$ cat src/rtl/ifetch_pkg.sv
// rtl/ifetch_pkg.sv - shared widths, constants and queue entry type for the fetch front end
package ifetch_pkg;
  localparam int ADDR_W = 32;
  localparam int INST_W = 32;
  localparam logic [ADDR_W-1:0] WORD_INC = 32'd4;
  localparam logic [ADDR_W-1:0] DEFAULT_RESET_PC = 32'h0000_3000;

  typedef struct packed {
    logic [ADDR_W-1:0] pc;
    logic [INST_W-1:0] data;
    logic              filled;
  } entry_t;
endpackage

$ cat src/rtl/ifetch_fifo.sv
// rtl/ifetch_fifo.sv - circular entry buffer with independent alloc, fill and pop pointers
module ifetch_fifo
  import ifetch_pkg::*;
#(
  parameter int DEPTH = 4
) (
  input  logic                   clock,
  input  logic                   reset,
  input  logic                   flush,
  input  logic                   alloc,
  input  logic [ADDR_W-1:0]      alloc_pc,
  input  logic                   fill,
  input  logic [INST_W-1:0]      fill_data,
  input  logic                   pop,
  output entry_t                 head,
  output logic [$clog2(DEPTH):0] count,
  output logic [$clog2(DEPTH):0] unfilled_cnt,
  output logic                   full
);
  localparam int IW = $clog2(DEPTH);
  localparam int PW = IW + 1;

  entry_t        mem [DEPTH];
  logic [PW-1:0] alloc_ptr;
  logic [PW-1:0] fill_ptr;
  logic [PW-1:0] pop_ptr;

  // Pointers carry a wrap bit so differences give occupancy directly.
  // fill_ptr never passes alloc_ptr and pop_ptr never passes fill_ptr.
  assign count        = alloc_ptr - pop_ptr;
  assign unfilled_cnt = alloc_ptr - fill_ptr;
  assign full         = (count == PW'(DEPTH));
  assign head         = mem[pop_ptr[IW-1:0]];

  always_ff @(posedge clock) begin
    if (reset || flush) begin
      alloc_ptr <= '0;
      fill_ptr  <= '0;
      pop_ptr   <= '0;
      for (int i = 0; i < DEPTH; i++) mem[i].filled <= 1'b0;
    end else begin
      if (alloc) begin
        mem[alloc_ptr[IW-1:0]] <= '{pc: alloc_pc, data: '0, filled: 1'b0};
        alloc_ptr <= alloc_ptr + PW'(1);
      end
      if (fill) begin
        mem[fill_ptr[IW-1:0]].data   <= fill_data;
        mem[fill_ptr[IW-1:0]].filled <= 1'b1;
        fill_ptr <= fill_ptr + PW'(1);
      end
      if (pop) pop_ptr <= pop_ptr + PW'(1);
    end
  end
endmodule

$ cat src/rtl/ifetch_queue.sv
// rtl/ifetch_queue.sv - fetch PC owner, imem request gating, stale-response drop and redirect handling
module ifetch_queue
  import ifetch_pkg::*;
#(
  parameter logic [ADDR_W-1:0] RESET_PC = DEFAULT_RESET_PC,
  parameter int                DEPTH    = 4
) (
  input  logic              clock,
  input  logic              reset,
  output logic              imem_req_valid,
  input  logic              imem_req_ready,
  output logic [ADDR_W-1:0] imem_req_addr,
  input  logic              imem_rsp_valid,
  input  logic [INST_W-1:0] imem_rsp_data,
  input  logic              redirect_valid,
  input  logic [ADDR_W-1:0] redirect_pc,
  output logic              inst_valid,
  input  logic              inst_ready,
  output logic [INST_W-1:0] inst,
  output logic [ADDR_W-1:0] inst_pc
);
  localparam int PW = $clog2(DEPTH) + 1;
  localparam int DW = $clog2(DEPTH + 1) + 1;

  logic [ADDR_W-1:0] fpc;
  logic [DW-1:0]     drop_cnt;
  logic [DW-1:0]     drop_next;
  entry_t            head;
  logic [PW-1:0]     count;
  logic [PW-1:0]     unfilled_cnt;
  logic              full;
  logic              req_fire;
  logic              rsp_fill;
  logic              inst_fire;

  assign imem_req_valid = !reset && !redirect_valid && !full;
  assign imem_req_addr  = fpc;
  assign req_fire       = imem_req_valid && imem_req_ready;

  // count guards against a popped head whose filled bit is still set.
  assign inst_valid = !reset && (count != '0) && head.filled;
  assign inst_fire  = inst_valid && inst_ready;
  assign inst       = inst_valid ? head.data : '0;
  assign inst_pc    = inst_valid ? head.pc : '0;

  assign rsp_fill = imem_rsp_valid && !redirect_valid && (drop_cnt == '0) && (unfilled_cnt != '0);

  // Every outstanding request becomes stale on redirect; a response arriving
  // in the redirect cycle retires one of them immediately.
  always_comb begin
    drop_next = drop_cnt + DW'(unfilled_cnt);
    if (imem_rsp_valid && (drop_next != '0)) drop_next = drop_next - DW'(1);
  end

  ifetch_fifo #(.DEPTH(DEPTH)) u_fifo (
    .clock        (clock),
    .reset        (reset),
    .flush        (redirect_valid),
    .alloc        (req_fire),
    .alloc_pc     (fpc),
    .fill         (rsp_fill),
    .fill_data    (imem_rsp_data),
    .pop          (inst_fire),
    .head         (head),
    .count        (count),
    .unfilled_cnt (unfilled_cnt),
    .full         (full)
  );

  always_ff @(posedge clock) begin
    if (reset) begin
      fpc      <= RESET_PC;
      drop_cnt <= '0;
    end else if (redirect_valid) begin
      fpc      <= redirect_pc & ~ADDR_W'(3);
      drop_cnt <= drop_next;
    end else begin
      if (req_fire) fpc <= fpc + WORD_INC;
      if (imem_rsp_valid && (drop_cnt != '0)) drop_cnt <= drop_cnt - DW'(1);
    end
  end

  rsp_has_target: assert property (@(posedge clock) disable iff (reset)
    imem_rsp_valid |-> ((drop_cnt != '0) || (unfilled_cnt != '0)));
endmodule

$ cat config.mk
export PLATFORM = sky130hd
export DESIGN_NAME = ifetch_queue
export DESIGN_NICKNAME = d
export VERILOG_FILES = /design/src/rtl/ifetch_pkg.sv /design/src/rtl/ifetch_fifo.sv /design/src/rtl/ifetch_queue.sv
export SDC_FILE = /design/constraint.sdc
export NUM_CORES = 1
export LEC_CHECK = 0
export ABC_AREA = 1
export ABC_CLOCK_PERIOD_IN_PS = 4500
export BUFFER_PORTS_ARGS = -buffer_cell sky130_fd_sc_hd__buf_4
export CAP_MARGIN = 20
export CORE_AREA = 2 2 205 207
export DETAILED_ROUTE_END_ITERATION = 6
export DIE_AREA = 0 0 207 209
export GPL_ROUTABILITY_DRIVEN = 0
export HOLD_SLACK_MARGIN = 0.02
export SLEW_MARGIN = 20
export SYNTH_ARGS = -nofsm -noshare
export SYNTH_HDL_FRONTEND = slang
export SYNTH_HIERARCHICAL = 1
export SYNTH_SLANG_ARGS = --single-unit
export TNS_END_PERCENT = 30
$ cat constraint.sdc
create_clock -name clock -period 4.5 [get_ports clock]
set_input_delay 0.45 -clock clock [delete_from_list [all_inputs] [get_ports clock]]
set_output_delay 0.45 -clock clock [all_outputs]
set_load 0.02 [all_outputs]
# After elaboration in Yosys (flattened, before gate mapping)
# Memories as Yosys holds them, arrays and structs flattened. A register that Yosys moved wholly into a read port is not among the register bits.
# Index checks and enable logic that the tools add are counted.
# word_totals
regBits	45
ramBits	260
output_inout_bits	98
mem_count	1
# memory_table
name	depth	word_bits	rd	rd_ports_with_merged_regs	wr	line	text
u_fifo.mem	4	65	1	1	4	ifetch_fifo.sv:23	entry_t mem [DEPTH];
# op_classes
add_sub_neg	9
n_eq_ne	1
muxes	23
reduce_logical	25
# ops
op	count
two-way mux 65 bit	2
OR reduction 65 bit	2
two-way mux 32 bit	4
adder 32 x 3 -> 32 bit (second input constant)	1
two-way mux 4 bit	3
logical AND 1 bit	11
two-way mux 2 bit	5
adder 3 x 1 -> 3 bit (second input constant)	3
two-way mux 1 bit	8
nonzero test 4 bit	2
subtractor 4 x 1 -> 4 bit (second input constant)	2
nonzero test 3 bit	2
subtractor 3 bit	2
adder 4 x 3 -> 4 bit	1
logical NOT 4 bit	1
nonzero test 2 bit	2
equality test 3 bit (second input constant)	1
logical NOT 1 bit	3
two-way mux 3 bit	1
OR reduction 2 bit	1
logical OR 1 bit	1

# Logic depth before layout (Yosys ltp)
# logic_depth
word_depth	10
depth_mapped	17
ltp_nobuf	16

# Hierarchy
# The synthesis kept the hierarchy.
# modules_own_cells
mod	instances	cells_per_inst	area_each_um2	seq_area_each_um2
ifetch_fifo	1	900	11079.4	7987.7
ifetch_queue	1	571	3168.0	680.7

# Worst setup path before layout
# No wires, ideal clock.
# synth_timing
path_type	reg-to-reg
startpoint	register u_fifo.alloc_ptr[0]
endpoint	memory u_fifo/mem[0][10] (netlist bit) (enable)
t_arrival_ns	4.686
setup_slack_ns	-0.652
stages_incl_launch_ff	16
path_buffers	1
synth_period_minus_slack_ns	5.152
path_cell_list	dfxtp_1 inv_1 ha_1 fa_1 xnor2_1 nand2_1 nand2_1 nor2_1 nor3_4 nand2_2 inv_2 buf_2 inv_1 nor2_1 nand2_1 o21ai_0
# synth_rtl
item	line	text
start, declared	ifetch_fifo.sv:24	logic [PW-1:0] alloc_ptr;
start signal, assigned	ifetch_fifo.sv:44	alloc_ptr <= alloc_ptr + PW'(1);
end, declared	ifetch_fifo.sv:23	

==> metrics.txt <==
clock root cell clkbuf_16; Final Critical Period roughly 3.8 ns; Die Ht 209 µm; pins over their slew limit 0; routed vias/inst about 4.8; post-CTS setup buffer count 0; status complete, no violations; Core ar. 41290 µm²; Die Area 43260 µm²; post-cts sizing count 0; Worst setup EP type flop; width of the chip 207 µm; Worst Skew 0.02410 ns; register bit total from synthesis 305; CP Launch Type flop; WP data required 4.74 ns; # rows 75; CTS buffer count 35; Hold WC Path Type in -> reg; vias in the first global route 10.12k; Final Util 0.4106; Hold-fix buffers, CTS 0; Iter 0 DRT Violations ~780; Routed Antenna Nets 0; via count between 10k and 15k; largest net degree at the start of global routing 81; initial antenna violation count 0; Layout Nets approximately 1.7k; slowest stage cell, crit path o21ai_4; most frequent cells in the layout nor2_1, edfxtp_1, buf_4, inv_1, nand2_1; clock tree buffer depth 3; DRC errors left 0; PortBufs about 160; commonest non-fill, non-tap cell in the layout nor2_1; Final Setup Violations 0; Worst Path Max Fanout 30; Slew headroom 0.4055; CP Class reg -> reg; WL/cell 16.64 µm; syn_area_per_cell 9.686 µm²; Setup WS pre-CTS 0.6521 ns; Crit path arrival time 4.04 ns; Top-Level Pins between 150 and 200; most used flip-flop cell after synthesis edfxtp_1; final WL 36.35 mm; fmax 263.7 MHz; Syn Std Cell Area approximately 14000 µm²; dpl cell area ~16000 µm²; Mapped Cells ~1.5k; first-pass GRT wire length 56.09 mm; Setup TNS 0 ns; Pleak between 6 and 7 nW; Pwr per Cell Area 359.7 nW/µm²; antenna diode count 0; GRT Util Overall 0.1646; total power between 6 and 7 mW; Worst-Margin Slew ~0.9 ns; Syn. warnings 6; period utilization 0.8428; clock transition at the registers of the reported paths approximately 0.060 ns; CTS H-tree depth 2; Setup WS post-layout 0.7073 ns; Async SR Flop Fraction 0; clock sink count 305; area delta synth->final 19.00%; cell area after layout 16960 µm²; EDFF count, synth around 260; CP max stage delay approximately 0.75 ns; Hold Vio Cnt, Final 0; RSZ-0062 raised after global routing false; maximum VDD drop 289.6 µV; Cell Chain, Critical Path inv_1 -> fa_1 -> xnor2_1 -> nand2_1 -> nand2_1 -> nor2_1 -> nor3_4 -> nand2_2 -> inv_2 -> buf_4 -> nand3_1 -> o21ai_4 -> buf_4; clock latency on the worst-skew pair 0.54 ns; drt pass-1 iters 5; Synth cell types 43; Starting Density 0.3451; share of cells above drive strength 1 0.1634; GRT overflow 0; TritonCTS clock tree built; Max Cap Viol 0; HPWL Detailed 22.18 mm; Seq/Total Area, Yosys 0.6084
## layout make-up
class	instances	area, µm²
clock buffer	48	965.9
multi-input combinational	919	4472
sequential	305	8673
fill	4097	24330
timing repair buffer	180	1376
tap	539	674.4
clock inverter	13	110.1
inverter	181	683.2
## per-stage QoR
stage	cells	hold slack (ns)
6_report	2185	0.1676
5_1_grt	2185	0.1580
4_1_cts	2185	0.1514
3_5_place_dp	2124	0.4507
3_3_place_gp	2124	0.4335
2_1_floorplan	1480	0.4195
## worst paths after layout
check,start,slack (ns),depth (start not counted),endpoint
hold / removal,redirect_pc[12],0.17,3,imem_req_addr[12]$_SDFFE_PP1P_
setup reg to reg,u_fifo/alloc_ptr[1]$_SDFFE_PP0P_,0.71,13,u_fifo/mem[0][19]$_DFFE_PP_
hold reg to reg,u_fifo/mem[3][0]$_SDFFE_PP1P_,0.46,2,u_fifo/mem[3][0]$_SDFFE_PP1P_
setup / recovery,u_fifo/alloc_ptr[1]$_SDFFE_PP0P_,0.71,13,u_fifo/mem[0][19]$_DFFE_PP_
## report_power, final
| part | leakage (nW) | switching (mW) | internal, mW | total [mW] |
|---|---|---|---|---|
| logic | 3.49 | 0.182 | 0.119 | 0.301 |
| clock network | 0.522 | 1.11 | 1.57 | 2.68 |
| registers | 2.75 | 0.0523 | 3.07 | 3.12 |
## metal layers
layer  global-route usage  share of wire  vias to the layer above
met2               0.2699           0.47                      276
met5                    0              0                        -
met4              0.05320          0.024                        0
met3              0.02916          0.059                       53
met1               0.2217           0.45                     5034
li1                     -              -                     5203
## state kept, by name, indices dropped and copies added (netlist names), named ones only
name and cells:
u_fifo/alloc_ptr 3, drop_cnt 4, imem_req_addr 30, u_fifo/mem 260
u_fifo/fill_ptr 3, u_fifo/pop_ptr 3
## synth_stat cells, drive strengths merged, types with 14 or more instances
cell type / count / share of area
nand3: 35 / 0.013
dfxtp: 49 / 0.069
edfxtp: 256 / 0.54
nor2: 372 / 0.10
o22ai: 65 / 0.029
o21ai: 169 / 0.060
nand2: 159 / 0.046
a21oi: 36 / 0.013
xor2: 14 / 0.0086
ha: 14 / 0.012
clkbuf: 25 / 0.0068
buf: 50 / 0.028
inv: 180 / 0.048
## kinds of logic (layout without fill, tap and decap cells)
kind of cell / count (synthesis) / in the layout / share of synthesized area
fa+ha+maj: 17 / 17 / 0.01651
xor+xnor: 18 / 18 / 0.01107
simple gates: 588 / 588 / 0.1720
other cells: 1 / 10 / 0.0002632
compound gates: 286 / 286 / 0.1091
buf+inv: 256 / 422 / 0.08273
flops: 305 / 305 / 0.6084
## worst max-delay path, delay by kind of cell, from the launching register on
| kind | cells | cell delay [ns] |
|---|---|---|
| compound gates | 1 | 0.75 |
| fa+ha+maj | 1 | 0.52 |
| simple gates | 6 | 0.71 |
| flops | 1 | 0.41 |
| buf+inv | 4 | 0.93 |
| xor+xnor | 1 | 0.16 |
(Power assumes the default switching activity.)
